**src/rtl/axi_ifm_rd_if.sv**
```systemverilog
// AXI4 read-address and read-data channels between the IFM loader (master)
// and the memory interconnect (slave). Write channels are not carried here.
interface axi_ifm_rd_if #(
    parameter int ADDR_W = 32,
    parameter int DATA_W = 128,
    parameter int ID_W   = 1
);
    logic [ID_W-1:0]   arid;
    logic [ADDR_W-1:0] araddr;
    logic [7:0]        arlen;
    logic [2:0]        arsize;
    logic [1:0]        arburst;
    logic              arlock;
    logic [3:0]        arcache;
    logic [2:0]        arprot;
    logic [3:0]        arqos;
    logic              arvalid;
    logic              arready;
    logic [DATA_W-1:0] rdata;
    logic [1:0]        rresp;
    logic              rlast;
    logic              rvalid;
    logic              rready;

    modport master (
        output arid, araddr, arlen, arsize, arburst, arlock, arcache, arprot,
               arqos, arvalid, rready,
        input  arready, rdata, rresp, rlast, rvalid
    );

    modport slave (
        input  arid, araddr, arlen, arsize, arburst, arlock, arcache, arprot,
               arqos, arvalid, rready,
        output arready, rdata, rresp, rlast, rvalid
    );
endinterface

```
**src/rtl/axi_ifm_loader.sv**
```systemverilog
// Read DMA feeding the systolic array's IFM buffer: issues AXI4 INCR read
// bursts (one outstanding), packs beat pairs into wide IFM words and writes
// them to sequential IFM RAM addresses.
module axi_ifm_loader #(
    parameter int C_M_AXI_ADDR_WIDTH = 32,
    parameter int C_M_AXI_DATA_WIDTH = 128,
    parameter int C_M_AXI_ID_WIDTH   = 1,
    parameter int C_M_AXI_BURST_LEN  = 256,
    parameter int INOUT_WIDTH        = 256,
    parameter int IFM_RAM_SIZE       = 524172,
    localparam int AW                = $clog2(IFM_RAM_SIZE)
) (
    input  logic                          M_AXI_ACLK,
    input  logic                          M_AXI_ARESETN,
    input  logic                          start_read,
    input  logic [C_M_AXI_ADDR_WIDTH-1:0] base_addr,
    input  logic [AW-1:0]                 num_words,
    axi_ifm_rd_if.master                  m_axi,
    output logic                          ifm_write_en,
    output logic [AW-1:0]                 ifm_addr_write,
    output logic [INOUT_WIDTH-1:0]        ifm_data_write,
    output logic                          busy,
    output logic                          done,
    output logic                          error
);
    localparam int BW         = AW + 1;  // beat counter width (2 beats per word)
    localparam int BEAT_SHIFT = $clog2(C_M_AXI_DATA_WIDTH / 8);

    typedef enum logic [1:0] {
        ST_IDLE = 2'd0,
        ST_ADDR = 2'd1,
        ST_DATA = 2'd2,
        ST_DONE = 2'd3
    } state_t;

    // ARLEN for the next burst: whole remainder, capped at the max burst
    function automatic logic [7:0] arlen_f(input logic [BW-1:0] beats);
        if (beats >= BW'(C_M_AXI_BURST_LEN)) begin
            arlen_f = 8'(C_M_AXI_BURST_LEN - 1);
        end else begin
            arlen_f = beats[7:0] - 8'd1;
        end
    endfunction

    state_t                        state_r, state_next_s;
    logic [C_M_AXI_ADDR_WIDTH-1:0] cur_addr_r;
    logic [BW-1:0]                 remaining_r;
    logic [8:0]                    burst_left_r;
    logic [7:0]                    arlen_r;
    logic                          arvalid_r, rready_r, done_r, busy_r, error_r;
    logic                          arvalid_d_s, rready_d_s, done_d_s, busy_d_s;
    logic                          we_r, odd_r;
    logic [AW-1:0]                 wr_ptr_r, ifm_addr_r;
    logic [C_M_AXI_DATA_WIDTH-1:0] lo_r;
    logic [INOUT_WIDTH-1:0]        ifm_data_r;
    logic                          start_ok_s, ar_hs_s, beat_s, last_beat_s;

    assign start_ok_s  = (state_r == ST_IDLE) && start_read;
    assign ar_hs_s     = arvalid_r && m_axi.arready;
    assign beat_s      = m_axi.rvalid && rready_r;
    assign last_beat_s = beat_s && (burst_left_r == 9'd1);

    // State register
    always_ff @(posedge M_AXI_ACLK or negedge M_AXI_ARESETN) begin
        if (!M_AXI_ARESETN) begin
            state_r <= ST_IDLE;
        end else begin
            state_r <= state_next_s;
        end
    end

    // Next-state logic
    always_comb begin
        state_next_s = state_r;
        case (state_r)
            ST_IDLE: begin
                if (start_read) begin
                    if (num_words == AW'(0)) begin
                        state_next_s = ST_DONE;
                    end else begin
                        state_next_s = ST_ADDR;
                    end
                end else begin
                    state_next_s = ST_IDLE;
                end
            end
            ST_ADDR: begin
                if (ar_hs_s) begin
                    state_next_s = ST_DATA;
                end else begin
                    state_next_s = ST_ADDR;
                end
            end
            ST_DATA: begin
                if (last_beat_s) begin
                    if (remaining_r != BW'(1)) begin
                        state_next_s = ST_ADDR;
                    end else begin
                        state_next_s = ST_DONE;
                    end
                end else begin
                    state_next_s = ST_DATA;
                end
            end
            ST_DONE: state_next_s = ST_IDLE;
            default: state_next_s = ST_IDLE;
        endcase
    end

    // Control outputs decoded from the next state so they can be registered
    always_comb begin
        arvalid_d_s = 1'b0;
        rready_d_s  = 1'b0;
        done_d_s    = 1'b0;
        busy_d_s    = 1'b0;
        case (state_next_s)
            ST_ADDR: begin
                arvalid_d_s = 1'b1;
                busy_d_s    = 1'b1;
            end
            ST_DATA: begin
                rready_d_s = 1'b1;
                busy_d_s   = 1'b1;
            end
            ST_DONE: done_d_s = 1'b1;
            default: busy_d_s = 1'b0;
        endcase
    end

    // Datapath: addresses, beat counters, beat packing, error tracking
    always_ff @(posedge M_AXI_ACLK or negedge M_AXI_ARESETN) begin
        if (!M_AXI_ARESETN) begin
            arvalid_r    <= 1'b0;
            rready_r     <= 1'b0;
            done_r       <= 1'b0;
            busy_r       <= 1'b0;
            error_r      <= 1'b0;
            cur_addr_r   <= '0;
            remaining_r  <= '0;
            burst_left_r <= 9'd0;
            arlen_r      <= 8'd0;
            we_r         <= 1'b0;
            odd_r        <= 1'b0;
            wr_ptr_r     <= '0;
            ifm_addr_r   <= '0;
            lo_r         <= '0;
            ifm_data_r   <= '0;
        end else begin
            arvalid_r <= arvalid_d_s;
            rready_r  <= rready_d_s;
            done_r    <= done_d_s;
            busy_r    <= busy_d_s;
            we_r      <= beat_s && odd_r;
            if (start_ok_s) begin
                cur_addr_r  <= base_addr;
                remaining_r <= {num_words, 1'b0};
                arlen_r     <= arlen_f({num_words, 1'b0});
                error_r     <= 1'b0;
                wr_ptr_r    <= '0;
                odd_r       <= 1'b0;
            end
            if (ar_hs_s) begin
                burst_left_r <= {1'b0, arlen_r} + 9'd1;
            end
            if (beat_s) begin
                remaining_r  <= remaining_r - BW'(1);
                burst_left_r <= burst_left_r - 9'd1;
                odd_r        <= ~odd_r;
                // Beat counting follows ARLEN; RLAST is only cross-checked
                if ((m_axi.rresp != 2'b00) || (m_axi.rlast != (burst_left_r == 9'd1))) begin
                    error_r <= 1'b1;
                end
                if (!odd_r) begin
                    lo_r <= m_axi.rdata;
                end else begin
                    ifm_data_r <= {m_axi.rdata, lo_r};
                    ifm_addr_r <= wr_ptr_r;
                    wr_ptr_r   <= wr_ptr_r + AW'(1);
                end
            end
            if (last_beat_s) begin
                cur_addr_r <= cur_addr_r +
                    (C_M_AXI_ADDR_WIDTH'({1'b0, arlen_r} + 9'd1) << BEAT_SHIFT);
                arlen_r    <= arlen_f(remaining_r - BW'(1));
            end
        end
    end

    assign m_axi.arid    = {C_M_AXI_ID_WIDTH{1'b0}};
    assign m_axi.araddr  = cur_addr_r;
    assign m_axi.arlen   = arlen_r;
    assign m_axi.arsize  = 3'b100;
    assign m_axi.arburst = 2'b01;
    assign m_axi.arlock  = 1'b0;
    assign m_axi.arcache = 4'b0011;
    assign m_axi.arprot  = 3'b000;
    assign m_axi.arqos   = 4'b0000;
    assign m_axi.arvalid = arvalid_r;
    assign m_axi.rready  = rready_r;

    assign ifm_write_en   = we_r;
    assign ifm_addr_write = ifm_addr_r;
    assign ifm_data_write = ifm_data_r;
    assign busy           = busy_r;
    assign done           = done_r;
    assign error          = error_r;
endmodule

```
**src/flat_wrapper.sv**
```systemverilog
// flat-port wrapper written by rule: the top's interface ports become plain ports
module axi_ifm_loader_flat 
#(
    parameter int C_M_AXI_ADDR_WIDTH = 32,
    parameter int C_M_AXI_DATA_WIDTH = 128,
    parameter int C_M_AXI_ID_WIDTH   = 1,
    parameter int C_M_AXI_BURST_LEN  = 256,
    parameter int INOUT_WIDTH        = 256,
    parameter int IFM_RAM_SIZE       = 524172,
    localparam int AW                = $clog2(IFM_RAM_SIZE)
)
  (M_AXI_ACLK, M_AXI_ARESETN, start_read, base_addr, num_words, ifm_write_en, ifm_addr_write, ifm_data_write, busy, done, error, m_axi_arid, m_axi_araddr, m_axi_arlen, m_axi_arsize, m_axi_arburst, m_axi_arlock, m_axi_arcache, m_axi_arprot, m_axi_arqos, m_axi_arvalid, m_axi_rready, m_axi_arready, m_axi_rdata, m_axi_rresp, m_axi_rlast, m_axi_rvalid);
  axi_ifm_rd_if #(.ADDR_W(32), .DATA_W(128), .ID_W(1)) m_axi_i ();
  input  logic M_AXI_ACLK;
  input  logic M_AXI_ARESETN;
  input  logic start_read;
  input  logic [C_M_AXI_ADDR_WIDTH-1:0] base_addr;
  input  logic [AW-1:0] num_words;
  output logic ifm_write_en;
  output logic [AW-1:0] ifm_addr_write;
  output logic [INOUT_WIDTH-1:0] ifm_data_write;
  output logic busy;
  output logic done;
  output logic error;
  output wire logic [$bits(m_axi_i.arid)-1:0] m_axi_arid;
  output wire logic [$bits(m_axi_i.araddr)-1:0] m_axi_araddr;
  output wire logic [$bits(m_axi_i.arlen)-1:0] m_axi_arlen;
  output wire logic [$bits(m_axi_i.arsize)-1:0] m_axi_arsize;
  output wire logic [$bits(m_axi_i.arburst)-1:0] m_axi_arburst;
  output wire logic [$bits(m_axi_i.arlock)-1:0] m_axi_arlock;
  output wire logic [$bits(m_axi_i.arcache)-1:0] m_axi_arcache;
  output wire logic [$bits(m_axi_i.arprot)-1:0] m_axi_arprot;
  output wire logic [$bits(m_axi_i.arqos)-1:0] m_axi_arqos;
  output wire logic [$bits(m_axi_i.arvalid)-1:0] m_axi_arvalid;
  output wire logic [$bits(m_axi_i.rready)-1:0] m_axi_rready;
  input wire logic [$bits(m_axi_i.arready)-1:0] m_axi_arready;
  input wire logic [$bits(m_axi_i.rdata)-1:0] m_axi_rdata;
  input wire logic [$bits(m_axi_i.rresp)-1:0] m_axi_rresp;
  input wire logic [$bits(m_axi_i.rlast)-1:0] m_axi_rlast;
  input wire logic [$bits(m_axi_i.rvalid)-1:0] m_axi_rvalid;
  assign m_axi_arid = m_axi_i.arid;
  assign m_axi_araddr = m_axi_i.araddr;
  assign m_axi_arlen = m_axi_i.arlen;
  assign m_axi_arsize = m_axi_i.arsize;
  assign m_axi_arburst = m_axi_i.arburst;
  assign m_axi_arlock = m_axi_i.arlock;
  assign m_axi_arcache = m_axi_i.arcache;
  assign m_axi_arprot = m_axi_i.arprot;
  assign m_axi_arqos = m_axi_i.arqos;
  assign m_axi_arvalid = m_axi_i.arvalid;
  assign m_axi_rready = m_axi_i.rready;
  assign m_axi_i.arready = m_axi_arready;
  assign m_axi_i.rdata = m_axi_rdata;
  assign m_axi_i.rresp = m_axi_rresp;
  assign m_axi_i.rlast = m_axi_rlast;
  assign m_axi_i.rvalid = m_axi_rvalid;
  axi_ifm_loader #(.C_M_AXI_ADDR_WIDTH(C_M_AXI_ADDR_WIDTH), .C_M_AXI_DATA_WIDTH(C_M_AXI_DATA_WIDTH), .C_M_AXI_ID_WIDTH(C_M_AXI_ID_WIDTH), .C_M_AXI_BURST_LEN(C_M_AXI_BURST_LEN), .INOUT_WIDTH(INOUT_WIDTH), .IFM_RAM_SIZE(IFM_RAM_SIZE)) u_core (.M_AXI_ACLK(M_AXI_ACLK), .M_AXI_ARESETN(M_AXI_ARESETN), .start_read(start_read), .base_addr(base_addr), .num_words(num_words), .m_axi(m_axi_i), .ifm_write_en(ifm_write_en), .ifm_addr_write(ifm_addr_write), .ifm_data_write(ifm_data_write), .busy(busy), .done(done), .error(error));
endmodule
```
**config.mk**
```make
export PLATFORM = sky130hd
export DESIGN_NAME = axi_ifm_loader_flat
export DESIGN_NICKNAME = d
export VERILOG_FILES = /design/src/rtl/axi_ifm_rd_if.sv /design/src/rtl/axi_ifm_loader.sv /design/src/flat_wrapper.sv
export SDC_FILE = /design/constraint.sdc
export NUM_CORES = 1
export LEC_CHECK = 0
export BUFFER_PORTS_ARGS = -buffer_cell sky130_fd_sc_hd__buf_2
export CAP_MARGIN = 20
export CORE_MARGIN = 2
export CORE_UTILIZATION = 45
export CTS_BUF_LIST = sky130_fd_sc_hd__clkbuf_4 sky130_fd_sc_hd__clkbuf_8
export CTS_CLUSTER_DIAMETER = 120
export DETAILED_ROUTE_END_ITERATION = 16
export GPL_ROUTABILITY_DRIVEN = 0
export PLACE_DENSITY = 0.75
export SLEW_MARGIN = 20
export SYNTH_ARGS = -nofsm -noshare
export SYNTH_HDL_FRONTEND = slang
export SYNTH_SLANG_ARGS = --single-unit
```
**constraint.sdc**
```tcl
create_clock -name M_AXI_ACLK -period 3.9 [get_ports M_AXI_ACLK]
set_input_delay 0.585 -clock M_AXI_ACLK [delete_from_list [all_inputs] [get_ports M_AXI_ACLK]]
set_output_delay 0.585 -clock M_AXI_ACLK [all_outputs]
set_load 0.05 [all_outputs]
```
==> flow_summary.ini <==
[run_status]
status = completed

[sta]
fin_crit_sh_pct = 85.32
fmaxAchievable_mhz = 300.5
period_needed_ps = 3328
slew_viol_final = 0
timing.final.ws_setup_ps = 572.5
relSlewSlack_pct = 32.62
tightest_slew_ps = 1011
skew_ps = 30.54
holdWs_ps = 141.4
setup_viol = 0
rsz0062_at_grt = false
finalSetupTns_ps = 0
hold_viol = 0

[grt]
track_usage_pct = 23.87
grt_pass1_wl_um = 92100
grt_max_degree = 180
grt_pass1_vias = 17453
antenna_found_initial = 8
grt_overflow_total = 0

[floorplanning]
fp.coreArea_mm2 = 0.04646
fp.dieW_um = 220.5
initial_core_util_pct = 45.40
num_io_pins = 526
die_area_mm2 = 0.04862
rows = 79
die_h_um = 220.5

[clock_tree]
post_cts_buffers = 0
cts_buffer_depth = 3
clk_pin_slew_ps = 60
hold_buffers = 1
cts_tree = yes
ctsRootBufferMaster = clkbuf_8
cts-buffers-inserted = 82
htree_levels = 3
cts_resized = 0
clock_sinks = 500
clk_latency_ps = 640

[synthesis]
synth_area_mm2 = 0.02109
ys_seq_area_share_pct = 59.32
synth_flop_cell = dfrtp_1
synth_cell_types = 66
ys_seq_elements = 500
synth_async_sr_flop_share_pct = 100.0
synth_area_per_cell_um2 = 9.761
synth_edf_count = 0
yosysWarnings = 0
synthCells = 2161

[detailed_routing]
ant_nets = 0
drt-initial-drc-count = 1301
route.detailed.wl_per_inst_um = 17.69
drc = 0
routed_wl_um = 59060
firstDrtPassIters = 8
via_per_inst = 5.229
via_count = 17460

[power]
p_leak_uw = 0.01362
vdd_drop_max_uv = 854.1
cellPowerDensity_mw_per_mm2 = 963.9

[finish]
layout_common_cells = nand2_1 (932), buf_2 (506), dfrtp_1 (500)
final_common_cell = nand2_1
area_delta_synth_final_pct = 23.53
nets = 2875
fillers = 3986
drive_above_1_share_pct = 30.14
seq_area_mm2 = 0.01251
multi_input_area_mm2 = 0.008056

[critical_path]
slowest_delay_ps = 670
crit_path_start_kind = flop
arrival_ps = 3860
critical_path.max_fanout = 9
timing.critical_path.buf_inv = 0
cp_top_family = compound AO/OA/AOI/OAI gates
cp_cell_sequence = ha_1, nand3_1, nor2_1, xor2_1, ha_1, a2111oi_0, o21a_1, o21ai_1, and4_1, nor3_1
required_ps = 4430
worstSetupPathType = flop to flop
cpMaxStageDelayCell = a2111oi_0
crit_top_cell = ha_1
cp-end-kind = flop

[placed_design]
placement.setup.worst_slack_ps = 727.5
place_hpwl_um = 40720
portBuffers = 507

[min_path]
hold_path_class = input pin to flop

[job]
maxCapViolCount = 0
-- report_power, final --
group          switching (uW)  internal (uW)  total (uW)
Clock                    2080           2940        5030
Combinational            8270           2810       11100
Sequential               1510           7490        9010
-- flip-flops by register name, summed over array words and instances (netlist names), 2 cells and up --
register,cells
u_core.lo_r,128
u_core.wr_ptr_r,19
u_core.ifm_addr_write,19
u_core.state_r,2
u_core.ifm_data_write,256
u_core.burst_left_r,9
u_core.m_axi.arlen,8
u_core.m_axi.araddr,32
u_core.remaining_r,20
-- metrics by stage --
| stage | instances | power, uW | util [%] | instance area [um^2] |
|---|---|---|---|---|
| after floorplan | 2177 | 17010 | - | 21150 |
| after global placement | 3189 | 19780 | 52.08 | 24190 |
| after detailed placement | 3189 | 20110 | 52.08 | 24190 |
| after CTS | 3334 | 25260 | 56.05 | 26040 |
| after global routing | 3336 | 26420 | 56.07 | 26050 |
| final | 3339 | 25120 | 56.09 | 26060 |
-- metal layers --
metal | up-vias | track usage [%] | part of all wire (%)
li1 | 8069 | - | -
met1 | 8460 | 29.76 | 39
met3 | 157 | 6.653 | 8.3
met5 | - | 0 | 0.085
met2 | 766 | 38.62 | 49
met4 | 8 | 11.24 | 3.7
-- Yosys cell counts, drive strengths merged (4+ instances only) --
cell    count  area, um^2
a211oi      7       52.55
a21o        4       30.03
a21oi      46       230.2
a22oi      10       75.07
a31oi       6       37.54
a41oi       5       43.79
and2        8       50.05
and3       13       81.33
and4        4       35.03
buf        30       192.7
clkbuf     95       356.6
dfrtp     500       12510
ha         20       250.2
inv        15       56.30
mux2      128        1441
mux2i      11       110.1
nand2     933        3502
nand2b      8       50.05
nand3      34       170.2
nand4      11       68.82
nor2       67       254.0
nor2b       4       25.02
nor3       20       100.1
nor3b       4       30.03
nor4        9       71.32
nor4b       4       50.05
o211ai      9       67.56
o21a        9       67.56
o21ai      45       229.0
o21bai      4       30.03
o22ai      12       75.07
o311ai      4       35.03
o31ai       6       45.04
or3         6       37.54
or4         4       41.29
xnor2      15       131.4
xor2       17       148.9
-- layout make-up --
cell class	instances	area share, %
flip-flops and latches	500	48.02
multi-input cells	1537	30.92
repair buffers	531	10.81
clock buffers	130	6.315
well taps	607	2.915
clock inverters	14	0.7251
inverters	15	0.2449
diodes	5	0.04802
-- tightest hold or removal path: cells and delay by family --
kind | cells | cell delay (ps)
buf+inv | 1 | 80
simple gates | 2 | 80
-- path summary, 6_finish.rpt --
check,cells after the start,to,from,slack (ps)
min,3,u_core.ifm_data_write[185],m_axi_rdata[57],140
max,10,u_core.m_axi.araddr[23],u_core.m_axi.arlen[0],570
min in group asynchronous,2,u_core.m_axi.araddr[10],M_AXI_ARESETN,550
max in group asynchronous,4,u_core.remaining_r[13],M_AXI_ARESETN,2050
max reg2reg,10,u_core.m_axi.araddr[23],u_core.m_axi.arlen[0],570
min reg2reg,2,u_core.ifm_data_write[120],u_core.lo_r[120],450
-- cell families (layout without fill, tap and decap cells) --
kind of cell	after synthesis	in the layout	share of synthesized area [%]
compound gates	188	188	5.778
other cells	2	23	0.03560
xor+xnor	32	32	1.329
mux	139	139	7.356
simple gates	1139	1139	22.03
buf+inv	140	690	2.871
flops	500	500	59.32
fa+ha+maj	21	21	1.281
Note: power is estimated with default switching activity, not from simulation.
